--- src/rtl/fifo_rptr_empty.sv ---
// Read-side control of the dual-clock FIFO: 2-flop wptr synchroniser, binary/Gray read pointers, registered empty/almost-empty/level.
// Flags follow an accepted read one rclk later and a write-pointer change three rclk later; rinc while empty is dropped.
module fifo_rptr_empty #(
   parameter int ASIZE    = 4,
   parameter int AE_LEVEL = 2
) (
   input  logic             rclk,
   input  logic             rrst_n,
   input  logic             rinc,
   input  logic [ASIZE:0]   wptr,
   output logic [ASIZE-1:0] raddr,
   output logic [ASIZE:0]   rptr,
   output logic             rempty,
   output logic             raempty,
   output logic [ASIZE:0]   rlevel
);

   localparam logic [ASIZE:0] AE_THR = (ASIZE+1)'(AE_LEVEL);

   logic [ASIZE:0] rq1_wptr;
   logic [ASIZE:0] rq2_wptr;
   logic [ASIZE:0] rbin;
   logic [ASIZE:0] rbinnext;
   logic [ASIZE:0] rgraynext;
   logic [ASIZE:0] wbin_s;
   logic [ASIZE:0] rlevelnext;
   logic           rd_ok;

   assign rd_ok     = rinc & ~rempty;
   assign rbinnext  = rbin + {{ASIZE{1'b0}}, rd_ok};
   assign rgraynext = (rbinnext >> 1) ^ rbinnext;

   // Gray-to-binary: each binary bit is the XOR of all Gray bits at or above it.
   for (genvar i = 0; i <= ASIZE; i++) begin : g_g2b
      assign wbin_s[i] = ^rq2_wptr[ASIZE:i];
   end

   // Modulo-2^(ASIZE+1) difference; the extra MSB separates a full FIFO from an empty one.
   assign rlevelnext = wbin_s - rbinnext;

   always_ff @(posedge rclk or negedge rrst_n) begin
      if (!rrst_n) begin
         rq1_wptr <= '0;
         rq2_wptr <= '0;
         rbin     <= '0;
         rptr     <= '0;
         rempty   <= 1'b1;
         raempty  <= 1'b1;
         rlevel   <= '0;
      end else begin
         rq1_wptr <= wptr;
         rq2_wptr <= rq1_wptr;
         rbin     <= rbinnext;
         rptr     <= rgraynext;
         rempty   <= (rgraynext == rq2_wptr);
         raempty  <= (rlevelnext <= AE_THR);
         rlevel   <= rlevelnext;
      end
   end

   assign raddr = rbin[ASIZE-1:0];

endmodule

--- config.mk ---
export PLATFORM = sky130hd
export DESIGN_NAME = fifo_rptr_empty
export DESIGN_NICKNAME = d
export VERILOG_FILES = /design/src/rtl/fifo_rptr_empty.sv
export SDC_FILE = /design/constraint.sdc
export NUM_CORES = 1
export LEC_CHECK = 0
export ABC_AREA = 1
export BUFFER_PORTS_ARGS = -buffer_cell sky130_fd_sc_hd__buf_2
export CORE_MARGIN = 5
export CORE_UTILIZATION = 58
export DETAILED_ROUTE_END_ITERATION = 10
export GPL_ROUTABILITY_DRIVEN = 0
export PLACE_DENSITY = 0.85
export SLEW_MARGIN = 25
export SYNTH_ARGS = -nofsm -noshare
export SYNTH_HDL_FRONTEND = slang
export SYNTH_SLANG_ARGS = --single-unit
--- constraint.sdc ---
create_clock -name rclk -period 6.85 [get_ports rclk]
set_input_delay 1.37 -clock rclk [delete_from_list [all_inputs] [get_ports rclk]]
set_output_delay 1.37 -clock rclk [all_outputs]
set_load 0.02 [all_outputs]
## After elaboration in Yosys (flattened, before gate mapping)

Cells that the tools add are included.

- Flip-flop bits (word level): 27
- Latch bits: 0
- Memory bits (writable): 0
- Bits in read-only memories: 0
- Bits of input ports: 8
- Logic and storage cells: 18
- Memories: 0

- Add/sub/neg operators: 2
- Multipliers: 0
- Divide/modulo/power cells: 0
- Magnitude comparators: 1
- Equality and inequality tests: 1
- Shift-type cells: 0
- Multiplexer cells: 0
- Bitwise operators: 3
- Reductions and logical operators: 4

Operators by type and width:

| operator | count |
|---|---|
| $add 5x1->5 | 1 |
| $eq 5x5->1 | 1 |
| $le 5x2->1 const B | 1 |
| $reduce_xor 5->1 | 1 |
| $sub 5x5->5 | 1 |
| $xor 4x5->5 | 1 |
| $reduce_xor 4->1 | 1 |
| $reduce_xor 3->1 | 1 |
| $reduce_xor 2->1 | 1 |
| $and 1x1->1 | 1 |
| $not 1->1 | 1 |

## Logic depth before layout (Yosys ltp)

Gate-level depths: netlist of run 1.

- Word-level depth: 5
- Mapped depth: 16
- Mapped depth without buffers: 16

## Worst setup path before layout of run 1

Ideal clock, no wire load.

- Path kind: input to register
- From: in rinc
- To: reg raempty
- Arrival time: 3.080 ns
- Required time: 6.782 ns
- Path slack: 3.702 ns
- Stages on the path: 16
- Path buffers: 1
- Cells stage by stage: inv_1 nor2_1 ha_1 ha_1 inv_1 nand2_1 and2_1 buf_6 ha_1 inv_1 nor2_2 nor2_2 nand2_1 nand2_1 nand3_1 a21oi_2

- Longest elaborated chain between the ends: 4

Ends and longest elaborated chain:

| item | line | text |
|---|---|---|
| start, declared | 9 | `input logic rinc,` |
| $and 1x1->1 | 29 | `assign rd_ok = rinc & ~rempty;` |
| $add 5x1->5 | 30 | `assign rbinnext = rbin + {{ASIZE{1'b0}}, rd_ok};` |
| $sub 5x5->5 | 39 | `assign rlevelnext = wbin_s - rbinnext;` |
| $le 5x2->1 | 56 | `raempty <= (rlevelnext <= AE_THR);` |
| end signal, assigned | 56 |  |
| end, declared | 14 | `output logic raempty,` |

No other way between the ends.

## Final worst setup path of run 1

Ends and elaborated chain as after synthesis.

==> results of run 1 <==
-- power by group --
part           internal [mW]  switching (mW)  total [mW]
logic                  0.176           0.306       0.482
registers              0.209          0.0276       0.237
clock network         0.0592          0.0455       0.105
total                  0.445           0.379       0.824
-- cell usage after synthesis, drive strengths merged --
master | count | area, um2
a21oi | 2 | 13.8
and2 | 1 | 6.26
buf | 1 | 11.3
dfrtp | 24 | 601
dfstp | 2 | 52.6
ha | 6 | 75.1
inv | 22 | 82.6
nand2 | 30 | 145
nand3 | 12 | 87.6
nand4 | 1 | 6.26
nor2 | 6 | 27.5
xnor2 | 3 | 45.1
xor2 | 11 | 138
-- final cells by class --
| class | count | share of cell area, % |
|---|---|---|
| clock buffers | 3 | 1.52 |
| clock inverters | 1 | 2.03 |
| inverters | 22 | 5.57 |
| multi-input cells | 72 | 36.7 |
| flip-flops and latches | 26 | 44.1 |
| well taps | 28 | 2.36 |
| repair buffers | 23 | 7.76 |
-- routing by layer --
layer / part of all wire, % / vias up / global-route usage [%] / wire [um]
met5: 0 / - / 0 / 0
met2: 54 / 30 / 30.8 / 1270
met1: 37 / 419 / 18.8 / 872
li1: - / 416 / - / -
met4: 2.7 / 0 / 6.95 / 63
met3: 5.4 / 8 / 2.94 / 127
-- registers in the layout (all words and copies together), names as in the netlist --
| signal | cells |
|---|---|
| raempty | 1 |
| rlevel | 5 |
| rq2_wptr | 5 |
| rptr | 4 |
| rempty | 1 |
| rq1_wptr | 5 |
| rbin | 5 |
-- worst max-delay path, stage by stage --
cell	delay [ps]
buf_2	70
inv_1	30
nor2_1	120
ha_1	240
ha_1	220
inv_1	50
nand2_1	40
and2_1	320
ha_1	320
inv_1	130
nor2_2	60
nor2_2	150
nand2_1	120
nand2_1	100
nand3_1	110
a21oi_2	140
-- cells in the final DEF, fill, tap and decap left out --
master     netlist  layout
a21oi_1          1       1
a21oi_2          1       1
and2_1           1       1
buf_2            0      23
bufinv_16        0       1
clkbuf_4         0       3
dfrtp_1         24      24
dfstp_2          2       2
ha_1             6       6
inv_1           20      20
inv_2            2       2
nand2_1         23      23
nand2_2          4       4
nand2_4          3       3
nand3_1          8       8
nand3_2          3       3
nand3_4          1       1
nand4_1          1       1
nor2_1           4       4
nor2_2           2       2
xnor2_1          2       2
xnor2_4          1       1
xor2_1           7       7
xor2_2           3       3
xor2_4           1       1
-- per-stage QoR --
step	worst slack, ps	std cells	total power, mW
2_1_floorplan	3700	121	0.611
3_5_place_dp	3260	171	0.715
5_1_grt	3360	175	0.885
4_1_cts	3510	175	0.827
3_3_place_gp	3490	171	0.691
6_report	3510	175	0.824
-- kinds of logic (layout without fill, tap and decap cells) --
| logic type | Yosys count | after routing | synth area share, % |
|---|---|---|---|
| flops | 26 | 26 | 50.6 |
| buf+inv | 23 | 49 | 7.27 |
| compound gates | 2 | 2 | 1.07 |
| xor+xnor | 14 | 14 | 14.1 |
| simple gates | 50 | 50 | 21.1 |
| fa+ha+maj | 6 | 6 | 5.81 |
-- worst paths after layout --
check	startpoint	cells past startpoint	slack, ps	endpoint
min reg2reg	rq1_wptr[0]$_DFF_PN0_	0	370	rq2_wptr[0]$_DFF_PN0_
max reg2reg	rempty$_DFF_PN1_	13	4200	raempty$_DFF_PN1_
max in group asynchronous	rrst_n	1	5480	raempty$_DFF_PN1_
min	rq1_wptr[0]$_DFF_PN0_	0	370	rq2_wptr[0]$_DFF_PN0_
min in group asynchronous	rrst_n	1	1000	rbin[1]$_DFF_PN0_
max	rinc	16	3510	raempty$_DFF_PN1_
==> impl_metrics.json, run 1 <==
{
  "status": "finished, final reports clean",
  "power_leakage_nw": 0.791,
  "max_freq_mhz": 299,
  "multiInputGateArea_um2": 544,
  "antenna_found_initial": 0,
  "syn_avg_cell_area_um2": 10.7,
  "nFillCells": 162,
  "area_growth_pct": 14.8,
  "p_per_area_nw_per_um2": 556,
  "final_cell_area_um2": 1480,
  "wl_per_cell_um": 13.4,
  "viasPerCell": 4.99,
  "hold_viol_final": 0,
  "seq_area_um2": 653,
  "cp-end-kind": "flop",
  "dp_hpwl_um": 1760,
  "setup_viol": 0,
  "cap_violations": 0,
  "post_cts_buffers": 0,
  "dieArea_um2": 3270,
  "overflow": 0,
  "cts_tree": "built",
  "cts_made_buffers": 3,
  "fp.dieH_um": 57.2,
  "cp.arrival_ps": 3600,
  "fin_util_pct": 68.3,
  "n_antenna_cell": 0,
  "hold_class": "flop to flop",
  "ys_seq_area_share_pct": 50.6,
  "ios": 24,
  "synth.distinct_cells": 23,
  "die_w_um": 57.2,
  "route.detailed.drc": 0,
  "worst_pin_slew_ps": 531,
  "rsz0062_at_grt": "false",
  "ir_drop_uv": 272,
  "grt_max_degree": 27,
  "syn-num-nets": 135,
  "start_util_pct": 59.5,
  "layout.nets": 162,
  "required_ps": 7110,
  "skew_ps": 11.1,
  "ys_warn_count": 0,
  "grtUsageTotal_pct": 16.7,
  "dpl_cell_area_um2": 1430,
  "drt_iter0_drc": 44,
  "ant_nets": 0,
  "cp_max_fo": 4,
  "clkSinkCount": 26,
  "clock_latency_ps": 320,
  "io_buffer_count": 23,
  "setup_tns_ps": 0,
  "syn-cell-area_um2": 1290,
  "cp-start-kind": "input pin",
  "htree_levels": 1,
  "worstSetupPathType": "input pin to flop",
  "min_period_ps": 3340,
  "root_buffer": "clkbuf_4",
  "cts_hold_buf": 0,
  "drive_gt1_share_pct": 34.0,
  "drv_slew": 0,
  "finalCritPeriodShare_pct": 48.8,
  "wl_um": 2340,
  "grt_pass1_vias": 947,
  "fin_hold_ws_ps": 367,
  "cts_max_path_buffers": 2,
  "clk_pin_slew_ps": 150,
  "synth_cells": 121,
  "fp-row-count": 17,
  "core_um2": 2170,
  "cts_resized": 0,
  "grt_pass1_wl_um": 4260,
  "relSlewSlack_pct": 64.6,
  "vias": 873,
  "drtPass1Iterations": 4,
  "synth-seq-cells": 26
}
Power figures use the tool's default switching activity.
==> inputs of run 2 (changes only) <==
--- a/config.mk
+++ b/config.mk
@@ -5,13 +5,13 @@
 export SDC_FILE = /design/constraint.sdc
 export NUM_CORES = 1
 export LEC_CHECK = 0
-export ABC_AREA = 1
+export ABC_AREA = 0
 export BUFFER_PORTS_ARGS = -buffer_cell sky130_fd_sc_hd__buf_2
 export CORE_MARGIN = 5
-export CORE_UTILIZATION = 58
+export CORE_UTILIZATION = 47
 export DETAILED_ROUTE_END_ITERATION = 10
 export GPL_ROUTABILITY_DRIVEN = 0
-export PLACE_DENSITY = 0.85
+export PLACE_DENSITY = 0.75
 export SLEW_MARGIN = 25
 export SYNTH_ARGS = -nofsm -noshare
 export SYNTH_HDL_FRONTEND = slang
==> constraint.sdc (replaced) <==
create_clock -name rclk -period 2.88 [get_ports rclk]
set_input_delay 0.576 -clock rclk [delete_from_list [all_inputs] [get_ports rclk]]
set_output_delay 0.576 -clock rclk [all_outputs]
set_load 0.02 [all_outputs]
==> run 2 against run 1 <==
Net effect: total power is 120% higher; critical path depth decreased by 7; highest routed layer is now met3; via count down 18%; core utilization down 12 points; final cell count is 17% lower; die area up 8.9%; count of clock-buffer cells in the layout unchanged; clock skew is 7.9 ps lower; synthesized area is 10% lower; worst setup slack worse by 3100 ps; largest cell class unchanged; first-iteration DRC count decreased by 95%; routed wire length is 20% lower.
==> impl_metrics.json, run 2 <==
{
  "dp_hpwl_um": 1490,
  "overflow": 0,
  "layout_commonest_cell": "dfrtp_1",
  "ant_nets": 0,
  "synth_top_area_share_pct": 51.8,
  "syn-cell-area_um2": 1160,
  "status": "finished, final reports clean",
  "fp-row-count": 18,
  "relSlewSlack_pct": 63.5,
  "place_ws_ps": 135,
  "layout_setup_ws_ps": 407,
  "ys_seq_area_share_pct": 56.3,
  "route.detailed.drc": 0,
  "area_growth_pct": 16.7,
  "ys_warn_count": 0,
  "mostFrequentLayoutCells": "dfrtp_1 (24), buf_2 (23), xnor2_1 (10), xor2_1 (10), inv_1 (7)",
  "worstSetupPathType": "flop to flop",
  "layout.nets": 132,
  "min_period_ps": 2470,
  "finalCritPeriodShare_pct": 85.9,
  "die_w_um": 59.7,
  "cp-start-kind": "flop",
  "drv_slew": 0,
  "skew_ps": 3.19,
  "clk_pin_slew_ps": 130,
  "setup_viol": 0,
  "yosysMostFrequentCell": "dfrtp_1",
  "cts_max_path_buffers": 2,
  "synth.distinct_cells": 25,
  "post_cts_buffers": 0,
  "nFillCells": 205,
  "drt_iter0_drc": 2,
  "syn-num-nets": 102,
  "power_leakage_nw": 0.650,
  "wl_um": 1880,
  "rsz0062_at_grt": "false",
  "root_buffer": "clkbuf_4",
  "max_freq_mhz": 404,
  "cts_hold_buf": 0,
  "fin_util_pct": 56.2,
  "drtPass1Iterations": 4,
  "syn_avg_cell_area_um2": 13.2,
  "synth_cells": 88,
  "hold_viol_final": 0,
  "grtUsageTotal_pct": 12.3,
  "cts_made_buffers": 3,
  "dp.cells": 143,
  "ys_dominant_reg_cell": "dfrtp_1",
  "grt_pass1_vias": 738,
  "hold_class": "input pin to async pin",
  "cp-end-kind": "flop",
  "antenna_found_initial": 0,
  "cp.arrival_ps": 2710,
  "synth-seq-cells": 26,
  "wl_per_cell_um": 12.9,
  "clkSinkCount": 26,
  "cts_tree": "built",
  "cp_max_fo": 4,
  "regToRegSetupSlack_ps": 410,
  "synth_edf_count": 0,
  "grt_max_degree": 27,
  "netlist_top_cells_area": "dfrtp_1 (52%), xnor2_1 (7.6%), xor2_1 (7.6%)",
  "synth.largest_area_cell": "dfrtp_1",
  "required_ps": 3120,
  "setup_tns_ps": 0,
  "dieArea_um2": 3560,
  "viasPerCell": 4.92,
  "cap_violations": 0,
  "cts_resized": 0,
  "drive_gt1_share_pct": 31.9,
  "synth_common_cells": "dfrtp_1 (24), xnor2_1 (10), xor2_1 (10)",
  "htree_levels": 1,
  "async_reset_ff_share_pct": 100,
  "p_per_area_nw_per_um2": 1340,
  "final_cell_count_no_fill": 146,
  "vias": 719,
  "ir_drop_uv": 754,
  "rr_worst_depth": 9,
  "core_um2": 2410,
  "ios": 24,
  "fp.dieH_um": 59.7,
  "io_buffer_count": 23,
  "fin_hold_ws_ps": 232,
  "grt_pass1_wl_um": 3200,
  "clock_latency_ps": 310,
  "n_antenna_cell": 0,
  "start_util_pct": 48.1,
  "worst_pin_slew_ps": 548
}
-- run 2: cell count changes in the layout (fill, tap and decap cells not counted), sizes merged, moves of 2 or more --
cell | previous run | this run
nor3 | 0 | 2
nand2 | 30 | 1
and3 | 0 | 2
buf | 23 | 26
nor2 | 6 | 3
nand3 | 12 | 3
xnor2 | 3 | 13
nor2b | 0 | 2
inv | 22 | 7
-- run 2: cells by family after synthesis --
group	Yosys count	synth area share [%]
fa+ha+maj	7	7.44
simple gates	16	7.44
xor+xnor	24	21.7
compound gates	6	3.67
flops	26	56.3
buf+inv	8	2.59
mux	1	0.863
-- run 2: path summary, 6_finish.rpt --
path                                        from                     to
hold / removal                            rrst_n      rptr[0]$_DFF_PN0_
max in group asynchronous                 rrst_n      raempty$_DFF_PN1_
hold reg to reg            rq1_wptr[3]$_DFF_PN0_  rq2_wptr[3]$_DFF_PN0_
setup / recovery                rempty$_DFF_PN1_      raempty$_DFF_PN1_
setup reg to reg                rempty$_DFF_PN1_      raempty$_DFF_PN1_
min in group rclk                        wptr[1]  rq1_wptr[1]$_DFF_PN0_
-- run 2: critical path: stages (launching register included) --
cell     delay, ps
dfstp_2        550
nor2b_1         40
ha_1           190
ha_1           220
xnor2_1        250
ha_1           210
a21oi_1        130
and3_1         210
or4_1          460
a32oi_1        160
-- run 2: cell type report --
type	count	area (um2)	share of cell area (%)
clock buffer	3	22.5	1.66
inverter	7	26.3	1.94
multi-input combinational	54	477	35.2
sequential	26	653	48.2
tap	30	37.5	2.77
timing repair buffer	26	138	10.2
-- run 2: per-stage QoR --
stage               instance area (um2)  power (mW)
floorplan                          1160        1.38
global placement                   1330        1.65
detailed placement                 1330        1.69
CTS                                1350        1.84
global route                       1350        1.96
finish                             1350        1.82
-- run 2: power by group --
| part | internal (mW) | total (mW) | switching, mW |
|---|---|---|---|
| combinational | 0.470 | 1.12 | 0.645 |
| clock | 0.0489 | 0.145 | 0.0959 |
| sequential | 0.500 | 0.560 | 0.0602 |
-- run 2: routing by layer --
metal	GRT usage, %	vias to the layer above	routed length, um
li1	-	343	-
met1	13.9	359	725
met2	21.5	17	1030
met3	2.38	0	122
met4	6.96	0	0
met5	0	-	0
==> inputs of run 3 (changes only) <==
--- a/config.mk
+++ b/config.mk
@@ -7,12 +7,12 @@
 export LEC_CHECK = 0
 export ABC_AREA = 0
 export BUFFER_PORTS_ARGS = -buffer_cell sky130_fd_sc_hd__buf_2
+export CORE_ASPECT_RATIO = 1.1
 export CORE_MARGIN = 5
 export CORE_UTILIZATION = 47
 export DETAILED_ROUTE_END_ITERATION = 10
 export GPL_ROUTABILITY_DRIVEN = 0
 export PLACE_DENSITY = 0.75
-export SLEW_MARGIN = 25
 export SYNTH_ARGS = -nofsm -noshare
 export SYNTH_HDL_FRONTEND = slang
 export SYNTH_SLANG_ARGS = --single-unit
==> run 3 against run 2 <==
Net effect: die area is essentially flat; global-route usage decreased by 1.6 points; flip-flop and latch count unchanged; combinational power about the same; clock skew up 1.6 ps; register-to-register slack gained 20 ps; sequential share of layout area is 0.49 points lower; clock power rose by 24%; worst setup slack improved by 23 ps; non-clock buffer count did not move; largest cell class unchanged; largest power group unchanged.
==> impl_metrics.json, run 3 (synthesis results as in run 2) <==
{
  "ir_drop_uv": 615,
  "cp-end-kind": "flop",
  "cts_hold_buf": 0,
  "hold_viol_final": 0,
  "ant_nets": 0,
  "area_growth_pct": 17.9,
  "dp.cells": 143,
  "nFillCells": 191,
  "p_per_area_nw_per_um2": 1350,
  "relSlewSlack_pct": 62.9,
  "power_frac_clock_pct": 9.8,
  "dieArea_um2": 3560,
  "min_period_ps": 2450,
  "cp.arrival_ps": 2700,
  "drv_slew": 0,
  "cp-start-kind": "flop",
  "max_freq_mhz": 408,
  "antenna_found_initial": 0,
  "cap_violations": 0,
  "layout.nets": 132,
  "layout_commonest_cell": "dfrtp_1",
  "grtUsageTotal_pct": 10.8,
  "final_cell_count_no_fill": 147,
  "worst_pin_slew_ps": 556,
  "drive_gt1_share_pct": 32.5,
  "start_util_pct": 50.5,
  "status": "finished, final reports clean",
  "io_buffer_count": 23,
  "pwr-share-comb_pct": 60.0,
  "dpl_cell_area_um2": 1330,
  "total_power_mw": 1.84,
  "core_um2": 2300,
  "grt_pass1_vias": 729,
  "seq_area_um2": 653,
  "grt_max_degree": 27,
  "worstPathCellList": "nor2b_1 -> ha_1 -> ha_1 -> xnor2_1 -> ha_1 -> a21oi_1 -> and3_1 -> or4_1 -> a32oi_1",
  "layout_setup_ws_ps": 429,
  "fp.dieH_um": 62.1,
  "hold_class": "input pin to async pin",
  "skew_ps": 4.81,
  "worstSetupPathType": "flop to flop",
  "clock_latency_ps": 310,
  "regToRegSetupSlack_ps": 430,
  "die_w_um": 57.4,
  "cts_resized": 0,
  "cts_made_buffers": 3,
  "ios": 24,
  "finalCritPeriodShare_pct": 85.1,
  "setup_viol": 0,
  "power_leakage_nw": 0.657,
  "fp-row-count": 18,
  "place_ws_ps": 190,
  "drtPass1Iterations": 4,
  "cts_max_path_buffers": 2,
  "grt_pass1_wl_um": 3050,
  "slowest_delay_ps": 550,
  "post_cts_buffers": 0,
  "mostFrequentLayoutCells": "dfrtp_1 (24), buf_2 (23), xnor2_1 (10), xor2_1 (10), inv_1 (7)",
  "vias": 692,
  "r2r-start": "rempty$_DFF_PN1_",
  "route.detailed.drc": 0,
  "crit_top_cell": "ha_1",
  "endpoint": "raempty$_DFF_PN1_",
  "rsz0062_at_grt": "false",
  "intPower_mw": 1.05,
  "htree_levels": 1,
  "wl_per_cell_um": 12.3,
  "setup_tns_ps": 0,
  "required_ps": 3130,
  "switchingPower_mw": 0.799,
  "final_cell_area_um2": 1370,
  "crit_path_start": "rempty$_DFF_PN1_",
  "rr_worst_depth": 9,
  "cts_tree": "built",
  "timing.rr.end": "raempty$_DFF_PN1_",
  "crit_slowest_cell": "dfstp_2",
  "n_antenna_cell": 0,
  "clk_pin_slew_ps": 140,
  "root_buffer": "clkbuf_4",
  "overflow": 0,
  "dp_hpwl_um": 1410,
  "swShare_pct": 43.3,
  "wl_um": 1810,
  "cp_max_fo": 4,
  "seqPwrFrac_pct": 30.3,
  "viasPerCell": 4.71,
  "clkSinkCount": 26,
  "drt_iter0_drc": 15,
  "multiInputGateArea_um2": 477
}
[run 3: cell count changes in the layout (fill, tap and decap cells not counted)]
| cell | before | now |
|---|---|---|
| clkbuf_8 | 0 | 1 |
[run 3: worst min-delay path by stage]
stage / cells past startpoint / slack, ps / endpoint / startpoint
2_1_floorplan: 0 / 280 / rbin[0]$_DFF_PN0_ / rrst_n
3_3_place_gp: 0 / 330 / rq2_wptr[4]$_DFF_PN0_ / rq1_wptr[4]$_DFF_PN0_
3_5_place_dp: 0 / 340 / rq2_wptr[4]$_DFF_PN0_ / rq1_wptr[4]$_DFF_PN0_
4_1_cts: 1 / 250 / rlevel[1]$_DFF_PN0_ / rrst_n
5_1_grt: 1 / 270 / rptr[0]$_DFF_PN0_ / rrst_n
6_report: 1 / 230 / rlevel[2]$_DFF_PN0_ / rrst_n
[run 3: stage by stage]
step	hold WS (ps)	utilization [%]
floorplan	280	-
global placement	332	58.0
detailed placement	338	58.0
CTS	251	59.5
global route	269	59.5
finish	228	59.5
[run 3: area by class of cell]
class                   instances  area share (%)
well taps                      30            2.74
multi-input cells              54            34.9
clock buffers                   4            2.65
repair buffers                 26            10.1
inverters                       7            1.92
flip-flops and latches         26            47.8
[run 3: layer usage]
metal / up-vias / global-route usage [%] / wire length, um / share of wire [%]
li1: 343 / - / - / -
met1: 332 / 12.0 / 737 / 41
met2: 15 / 19.6 / 968 / 53
met3: 2 / 2.48 / 92 / 5.1
met4: 0 / 3.48 / 12 / 0.66
met5: - / 0 / 0 / 0
[run 3: worst max-delay path: cells and delay by family (launching register included)]
family | cells | cell delay (ps)
simple gates | 3 | 710
fa+ha+maj | 3 | 600
flops | 1 | 550
compound gates | 2 | 280
xor+xnor | 1 | 250
[run 3: power by group through the flow]
stage	combinational [mW]	sequential, mW	clock, mW
floorplan	0.667	0.709	0
global placement	1.08	0.566	0
detailed placement	1.12	0.568	0
CTS	1.12	0.560	0.181
global route	1.23	0.571	0.199
finish	1.11	0.558	0.180
